[config.mk]
export PLATFORM = sky130hd
export DESIGN_NAME = fetch_m
export DESIGN_NICKNAME = d
export VERILOG_FILES = /design/src/rtl/fetch_m.sv
export SDC_FILE = /design/constraint.sdc
export NUM_CORES = 1
export LEC_CHECK = 0
export BUFFER_PORTS_ARGS = -buffer_cell sky130_fd_sc_hd__buf_4
export CAP_MARGIN = 20
export CORE_ASPECT_RATIO = 1.5
export CORE_UTILIZATION = 28
export DETAILED_ROUTE_END_ITERATION = 10
export GPL_ROUTABILITY_DRIVEN = 0
export HOLD_SLACK_MARGIN = 0.03
export PLACE_DENSITY = 0.6
export SYNTH_ARGS = -nofsm -noshare
export SYNTH_HDL_FRONTEND = slang
export SYNTH_SLANG_ARGS = --single-unit
[constraint.sdc]
create_clock -name clk -period 5.3 [get_ports clk]
set_input_delay 0.53 -clock clk [delete_from_list [all_inputs] [get_ports clk]]
set_output_delay 0.53 -clock clk [all_outputs]
set_load 0.02 [all_outputs]
[src/rtl/fetch_m.sv]
// Instruction fetch stage: one outstanding memory request, single-entry output
// buffer toward decode, redirect override and sticky timeout fault.
module fetch_m #(
   parameter int                  ADDR_W   = 32,
   parameter int                  INSTR_W  = 32,
   parameter logic [ADDR_W-1:0]   RESET_PC = 32'h0,
   parameter logic [INSTR_W-1:0]  ILLEGAL  = 32'h0,
   parameter int                  TIMEOUT  = 16
) (
   input  logic               clk,
   input  logic               arst_n,
   input  logic               srst,
   output logic               im_req,
   output logic [ADDR_W-1:0]  im_addr,
   input  logic               im_ready,
   input  logic [INSTR_W-1:0] im_instr,
   input  logic               redirect,
   input  logic [ADDR_W-1:0]  redirect_pc,
   output logic               out_valid,
   input  logic               out_ready,
   output logic [INSTR_W-1:0] out_instr,
   output logic [ADDR_W-1:0]  out_pc,
   output logic               out_illegal,
   output logic               fault
);

   typedef enum logic [1:0] {IDLE, REQ, HOLD, FAULT} state_t;

   localparam logic [15:0] CNT_LAST = 16'(TIMEOUT - 1);

   state_t               state, state_n;
   logic [ADDR_W-1:0]    pc, pc_n;
   logic [ADDR_W-1:0]    opc_n;
   logic [INSTR_W-1:0]   oinstr_n;
   logic                 ovalid_n, oill_n, fault_n;
   logic [15:0]          cnt, cnt_n;

   assign im_req  = (state == REQ);
   assign im_addr = pc;

   always_ff @(posedge clk or negedge arst_n) begin
      if (!arst_n) begin
         state       <= IDLE;
         pc          <= RESET_PC;
         out_valid   <= 1'b0;
         out_instr   <= ILLEGAL;
         out_pc      <= RESET_PC;
         out_illegal <= 1'b0;
         fault       <= 1'b0;
         cnt         <= '0;
      end else begin
         state       <= state_n;
         pc          <= pc_n;
         out_valid   <= ovalid_n;
         out_instr   <= oinstr_n;
         out_pc      <= opc_n;
         out_illegal <= oill_n;
         fault       <= fault_n;
         cnt         <= cnt_n;
      end
   end

   always_comb begin
      state_n  = state;
      pc_n     = pc;
      ovalid_n = out_valid;
      oinstr_n = out_instr;
      opc_n    = out_pc;
      oill_n   = out_illegal;
      fault_n  = fault;
      cnt_n    = cnt;
      if (srst) begin
         state_n  = IDLE;
         pc_n     = RESET_PC;
         ovalid_n = 1'b0;
         oinstr_n = ILLEGAL;
         opc_n    = RESET_PC;
         oill_n   = 1'b0;
         fault_n  = 1'b0;
         cnt_n    = '0;
      end else if (redirect && state != IDLE) begin
         // redirect wins over any same-cycle memory response or decode handshake
         state_n  = REQ;
         pc_n     = redirect_pc;
         ovalid_n = 1'b0;
         fault_n  = 1'b0;
         cnt_n    = '0;
      end else begin
         unique case (state)
            IDLE: begin
               state_n = REQ;
               cnt_n   = '0;
            end
            REQ: begin
               if (im_ready) begin
                  state_n  = HOLD;
                  oinstr_n = im_instr;
                  opc_n    = pc;
                  oill_n   = (im_instr == ILLEGAL);
                  pc_n     = pc + ADDR_W'(4);
                  ovalid_n = 1'b1;
               end else if (cnt == CNT_LAST) begin
                  state_n = FAULT;
                  fault_n = 1'b1;
               end else begin
                  cnt_n = cnt + 16'd1;
               end
            end
            HOLD: begin
               if (out_ready) begin
                  state_n  = REQ;
                  ovalid_n = 1'b0;
                  cnt_n    = '0;
               end
            end
            FAULT: ;
            default: state_n = IDLE;
         endcase
      end
   end

endmodule

# Word level (Yosys, flattened, before mapping)
# Cells that the tools add are included.
[totals] wordCells=75 out_inout_bits=100 in_bits=70 ff_bits=117
[classes] add_sub_neg=2 mux=38 eq_ne=10 n_reduce_logical=17
[op_table] op="$mux W32" count=12
[op_table] op="$mux W16" count=5
[op_table] op="$pmux W16 S3" count=1
[op_table] op="$add A32 B3 Y32 const B" count=1
[op_table] op="$logic_not A32 Y1" count=1
[op_table] op="$add A16 B1 Y16 const B" count=1
[op_table] op="$eq A16 B4 Y1 const B" count=1
[op_table] op="$mux W1" count=13
[op_table] op="$reduce_and A3 Y1" count=4
[op_table] op="$mux W2" count=5
[op_table] op="$reduce_bool A3 Y1" count=3
[op_table] op="$ne A4 B4 Y1 const B" count=2
[op_table] op="$pmux W2 S3" count=1
[op_table] op="$reduce_bool A2 Y1" count=3
[op_table] op="$ne A5 B2 Y1 const B" count=1
[op_table] op="$reduce_bool A5 Y1" count=1
[op_table] op="$ne A4 B2 Y1 const B" count=1
[op_table] op="$ne A4 B3 Y1 const B" count=1
[op_table] op="$reduce_and A4 Y1" count=1
[op_table] op="$reduce_bool A4 Y1" count=1
[op_table] op="$ne A3 B2 Y1 const B" count=1
[op_table] op="$eq A2 B1 Y1 const B" count=1
[op_table] op="$eq A2 B2 Y1 const B" count=1
[op_table] op="$logic_not A2 Y1" count=1
[op_table] op="other kinds (4)" count=4

# Longest topological paths before layout
# Gate-level depths: netlist of run 1.
[depth] depth_word=6 mapped_depth=8 mapped_depth_nobuf=6

# Worst setup path after synthesis of run 1
# Ideal clock, no wire load.
[synth_path] kind="flip-flop to flip-flop" startpoint="reg pc[2], in the netlist im_addr[2]" endpoint="reg pc[14], in the netlist im_addr[14]" setup_ps=99 required_time_ps=5201 path_stages_with_launch=7 path_slack_ps=3192 t_arrival_ps=2009 cell_sequence="dfrtp_1 > ha_1 > nand4_1 > or4_4 > buf_6 > or3_1 > a311oi_1"
[synth_via] elab_chain_len=5
[synth_rtl] item="start, declared" line="32" source="logic [ADDR_W-1:0] pc, pc_n;"
[synth_rtl] item="start signal, assigned" line="53" source="pc <= pc_n;"
[synth_rtl] item="$add A32 B3 Y32" line="100" source="pc_n = pc + ADDR_W'(4);"
[synth_rtl] item="$mux W32" line="95" source="if (im_ready) begin"
[synth_rtl] item="$mux W32" line="89" source="unique case (state)"
[synth_rtl] item="$mux W32" line="81" source="end else if (redirect && state != IDLE) begin"
[synth_rtl] item="$mux W32" line="72" source="if (srst) begin"
# Every way passes these cells. The select of a mux whose other input is x is not followed.
# A chain may end at the register's enable or synchronous reset.

# Worst setup path in the final report of run 1
[layout_path] startpoint="reg state[0]" endpoint="reg pc[31], in the netlist im_addr[31]"
[layout_via] elab_chain_len=4 elab_cells_between_ends=8
[layout_rtl] item="start, declared" line="31" source="state_t state, state_n;"
[layout_rtl] item="start signal, assigned" line="52" source="state <= state_n;"
[layout_rtl] item="$reduce_bool A2 Y1" line="81"
[layout_rtl] item="$logic_and A1 B1 Y1" line="81"
[layout_rtl] item="$reduce_bool A3 Y1 (no source line) / $mux W32 (equally long branches)"
[layout_rtl] item="$reduce_and A2 Y1 (no source line) / $mux W32 (equally long branches)"
# Several ways; a longest one is shown, not always the timed one.

==> out/metrics.yaml, run 1 <==
run_status: "finished clean"
fillers: 1877
fin_nets: 727
antenna_left: 0
first_pass_iters: 6
critPathLaunchType: "register"
top_layer_used: "met4"
vias: 4764
syn-num-nets: 564
max-vdd-ir-drop_uv: 152.4
cts_setup_buffers: 0
drtIter0Drc: 245
rows: 61
drv_cap: 0
grt_antenna_before_repair: 0
critPathMaxStageDelay_ns: 0.62
route.detailed.drc: 0
fin_util_pct: 40.28
synthDominantCellAreaShare_pct: 54.85
track_usage_pct: 17.38
drt-vias-per-instance: 5.178
fp.dieArea_mm2: 0.01963
clockBufferDepth: 2
globalRouteOverflowTotal: 0
dp_hpwl_um: 11790
cp_cell_sequence: "and3b_2, nand4_1, nor4_1, xnor2_1, a211oi_1"
crit_path_end_kind: "register"
path_max_fanout: 13
clk_latency_ns: 0.42
hold_violations: 0
holdBufCountCts: 0
numPortBuffers: 169
postLayoutCellArea_mm2: 0.007501
grt_pass1_vias: 4876
final.period_utilization_pct: 47.43
synth-edff-count: 0
grt_max_degree: 67
synth.distinct_cells: 51
cts-resized-gates: 0
slowest_stage: "nor4_1"
slew_headroom_pct: 46.33
cts_tree: "done"
synthTopCellsByArea: "dfrtp_1, a22o_1, nor2_1"
p_leak_nw: 3.472
met3_length_um: 1007
power_density_mw_per_mm2: 326.7
avgSynthCellArea_um2: 10.85
initial_utilization_pct: 28.66
grt_pass1_wl_um: 25900
rsz0062_at_grt: "no"
arrival_ns: 2.83
ys_warn_count: 0
power_w: 0.002450
finalSetupTns_ns: 0
die_h_um: 171.1
layout-drive-gt1-share_pct: 32.63
syn_area_mm2: 0.005338
async_reset_ff_share_pct: 100.0
die_w_um: 114.7
mostFrequentLayoutCell: "buf_4"
finalCriticalPeriod_ns: 2.514
drt-wirelength-per-cell_um: 17.98
synthToLayoutAreaGrowth_pct: 40.53
crit_type: "register to register"
worstHoldPathType: "input port to asynchronous set/reset pin"
ioPinCount: 170
cts-root-buf: "clkbuf_16"
layout_common_cells: "buf_4, dfrtp_1, a22o_1, nor2_1, nand2_1"
cts_inserted_buffers: 17
syn_inst: 492
wl_met1_um: 6553
worst_ep_required_time_ns: 5.62
slew_violations: 0
fmax_mhz: 397.8
cts-htree-levels: 4
fin_skew_ns: 0.01317
core_mm2: 0.01862
setup_viol: 0
clk_pin_slew_ns: 0.06
antenna_cells: 0
place_area_mm2: 0.006854
yosysTopAreaCell: "dfrtp_1"
synth_seq_cells: 117
worst_slew_pin_slew_ns: 0.8051
clkSinkCount: 117
ys.flop_type: "dfrtp_1"
wirelength_um: 16550
seq_area_frac_synth_pct: 54.85
dr_wl_met2_um: 8762
[synthesized netlist by cell type, types with 2 or more instances]
master    instances
a21oi_1           5
and4_1            6
nor2b_1           3
dfrtp_1         117
nor3_2            3
clkbuf_1         24
a311oi_1          4
inv_1            10
nand3_1          12
a22o_1           66
nand2b_1          2
or4_1             2
or3_1             5
buf_1             2
buf_2             4
nor4_1           15
nand2_1          27
nor2_1           54
nand4_1          19
a211oi_1         23
a31oi_1           2
and3_1            5
a41oi_1           2
and2_1            2
nor3_1            9
o21ai_0          10
nor3b_1           2
ha_1              2
o41ai_1           2
xnor2_1          19
xor2_1           14
[flip-flops by register name (all words and copies together) (netlist names)]
register     flops
cnt             16
fault            1
im_addr         32
out_illegal      1
out_instr       32
out_pc          32
out_valid        1
state            2
[metal layers]
layer	up-vias	track usage (%)
li1	2161	-
met1	2417	19.98
met2	169	30.88
met3	17	4.357
met4	0	6.324
met5	-	0
[final timing paths]
path / from / slack (ns) / depth (start not counted) / endpoint
setup / recovery: state[0] / 2.79 / 5 / im_addr[31]
hold / removal: arst_n / 0.20 / 1 / im_addr[12]
setup reg to reg: state[0] / 2.79 / 5 / im_addr[31]
hold reg to reg: out_instr[9] / 0.50 / 1 / out_instr[9]
max in group asynchronous: arst_n / 3.84 / 2 / out_instr[4]
min in group clk: im_instr[27] / 0.34 / 2 / out_instr[27]
[cells by family (layout without fill, tap and decap cells)]
family | Yosys count | after routing | share of synthesized area [%]
compound gates | 123 | 123 | 18.35
xor+xnor | 33 | 33 | 5.415
fa+ha+maj | 2 | 2 | 0.4687
buf+inv | 41 | 217 | 3.118
flops | 117 | 117 | 54.85
mux | 2 | 2 | 0.3985
simple gates | 174 | 174 | 17.39
[critical path: cells and delay by family (launching register included)]
family / cells / cell delay (ns)
AO/OA/AOI/OAI: 1 / 0.22
flip-flops: 1 / 0.56
XOR/XNOR: 1 / 0.11
AND/OR/NAND/NOR: 3 / 1.52
[cell type report]
type                    count  area [um^2]  area share [%]
well taps                 252        315.3           4.203
inverters                  10        37.54          0.5004
clock inverters             9        147.6           1.968
repair buffers            175         1318           17.56
clock buffers              23        488.0           6.505
multi-input cells         334         2267           30.23
flip-flops and latches    117         2928           39.03
[where the power goes]
group	internal (W)	switching, W	total [W]
combinational	0.000107	0.000141	0.000247
sequential	0.000924	0.0000440	0.000968
clock	0.000833	0.000402	0.00124
[metrics by stage]
| step | std cells | setup slack, ns | hold slack, ns |
|---|---|---|---|
| global placement | 887 | 2.707 | 0.4896 |
| finish | 920 | 2.786 | 0.1999 |
| global route | 920 | 2.656 | 0.2702 |
| CTS | 919 | 2.674 | 0.2307 |
| floorplan | 492 | 3.192 | 0.2344 |
| detailed placement | 887 | 2.571 | 0.4921 |
(Power assumes the default switching activity.)
==> run 2: changes to the inputs <==
Settings changed: PLACE_DENSITY 0.6 to 0.62.
Clock period 5.3 ns to 2.2 ns, I/O delays scaled along.
==> run 2 against run 1 <==
Net effect: final cell count up 3.4%; first-iteration DRC count decreased by 21%; count of clock-buffer cells in the layout shrank 1; clock power increased by 120%; design area up 3.4%; combinational power rose to 2.7 times the previous value; global-route usage down 0.20 points; total power increased by 130%; clock skew is 0.0062 ns lower; sequential share of layout area shrank 1.3 points; largest cell class unchanged.
==> out/metrics.yaml, run 2 (synthesized netlist as in run 1, its figures left out) <==
run_status: "finished clean"
place_area_mm2: 0.007092
numPortBuffers: 169
route.detailed.drc: 0
slew_violations: 0
drt-wirelength-per-cell_um: 17.28
p_int_w: 0.004324
placed_cells: 912
pre_cts_slack_ns: 0.1671
antenna_left: 0
switching_share_pct: 24.45
wirelength_um: 16440
dp_hpwl_um: 12050
fp.dieArea_mm2: 0.01963
instances_no_fill: 951
die_w_um: 114.7
mostFrequentLayoutCell: "buf_4"
worst_ep_required_time_ns: 2.51
antenna_cells: 0
clk_latency_ns: 0.40
power_density_mw_per_mm2: 737.8
clk_pin_slew_ns: 0.05
critPathMaxStageDelay_ns: 0.52
globalRouteOverflowTotal: 0
ioPinCount: 170
setup_ws_ns: 0.1814
drt-vias-per-instance: 5.011
cp_cell_sequence: "ha_1, nand4_1, or4_4, or3_1, a311oi_1"
path_max_fanout: 6
cts-root-buf: "clkbuf_16"
arrival_ns: 2.32
grt_antenna_before_repair: 0
worst_slew_pin_slew_ns: 0.5522
fmax_mhz: 495.4
slew_headroom_pct: 62.84
worstHoldPathType: "input port to register"
grt_pass1_vias: 4757
whs_ns: 0.04610
drv_cap: 0
rows: 61
rsz0062_at_grt: "no"
slowest_stage: "or4_4"
cts_setup_buffers: 0
critPathLaunchType: "register"
clockBufferDepth: 2
p_switching_w: 0.001399
p_clk_share_pct: 47.9
max-vdd-ir-drop_uv: 373.3
fin_skew_ns: 0.007011
core_mm2: 0.01862
vias: 4765
layout_common_cells: "buf_4, dfrtp_1, a22o_1, nor2_1, nand2_1"
clkSinkCount: 117
cts_inserted_buffers: 17
final.period_utilization_pct: 91.75
first_pass_iters: 4
rrSetupSlack_ns: 0.18
cts_tree: "done"
die_h_um: 171.1
postLayoutCellArea_mm2: 0.007756
fin_nets: 758
grt_pass1_wl_um: 25410
layout-drive-gt1-share_pct: 34.48
drtIter0Drc: 193
track_usage_pct: 17.17
crit_type: "register to register"
grt_max_degree: 59
cts-htree-levels: 4
seqPwrFrac_pct: 40.5
hold_violations: 0
power_frac_comb_pct: 11.5
synthToLayoutAreaGrowth_pct: 45.31
initial_utilization_pct: 28.66
p_leak_nw: 3.609
setup_viol: 0
finalCriticalPeriod_ns: 2.019
finalSetupTns_ns: 0
crit_path_end_kind: "register"
## run 2: cell count changes in the layout (fill, tap and decap cells not counted), moves of 2 or more
cell	change
buf_4	+21
clkbuf_8	-3
clkbuf_1	+2
buf_12	+5
dlygate4sd3_1	+6
## run 2: cell type report
type	instances	area, um^2
Clock inverter	10	130.1
Timing Repair Buffer	206	1624
Inverter	10	37.54
Clock buffer	22	454.2
Sequential cell	117	2928
Fill cell	1877	10870
Multi-Input combinational cell	334	2267
Tap cell	252	315.3
## run 2: final timing paths
path / from / to / cells after the start
hold reg to reg: out_illegal / out_illegal / 2
max in group asynchronous: arst_n / out_instr[2] / 3
setup / recovery: im_addr[3] / im_addr[14] / 5
setup reg to reg: im_addr[3] / im_addr[14] / 5
hold / removal: im_instr[2] / out_instr[2] / 2
min in group asynchronous: arst_n / im_addr[7] / 2
## run 2: worst max-delay path, delay by kind of cell (launching register included)
family	cells	cell delay, ns
AO/OA/AOI/OAI	1	0.27
AND/OR/NAND/NOR	3	1.03
adder cells (fa/ha/maj)	1	0.22
flip-flops	1	0.40
## run 2: timing repair
action,4_1_cts,5_1_grt
resized for setup,0,0
endpoints found under the setup margin,0,0
hold buffers,6,0
endpoints found under the hold margin,32,0
## run 2: power by group through the flow
stage,combinational [W],sequential [W],clock [W]
floorplan,0.000194,0.00242,0
global route,0.000713,0.00233,0.00293
CTS,0.000664,0.00232,0.00283
detailed placement,0.000653,0.00236,0
global placement,0.000652,0.00235,0
finish,0.000660,0.00232,0.00274
## run 2: metal layers
| metal | up-vias | track usage [%] | wire (um) |
|---|---|---|---|
| met4 | 0 | 7.566 | 485 |
| li1 | 2236 | - | - |
| met1 | 2341 | 19.51 | 6669 |
| met5 | - | 0 | 0 |
| met3 | 28 | 3.897 | 748 |
| met2 | 160 | 30.49 | 8534 |
## run 2: through the flow
| step | utilization [%] | power (W) |
|---|---|---|
| floorplan | - | 0.002612 |
| global placement | 38.08 | 0.003006 |
| detailed placement | 38.08 | 0.003009 |
| CTS | 41.54 | 0.005809 |
| global route | 41.65 | 0.005974 |
| finish | 41.65 | 0.005723 |
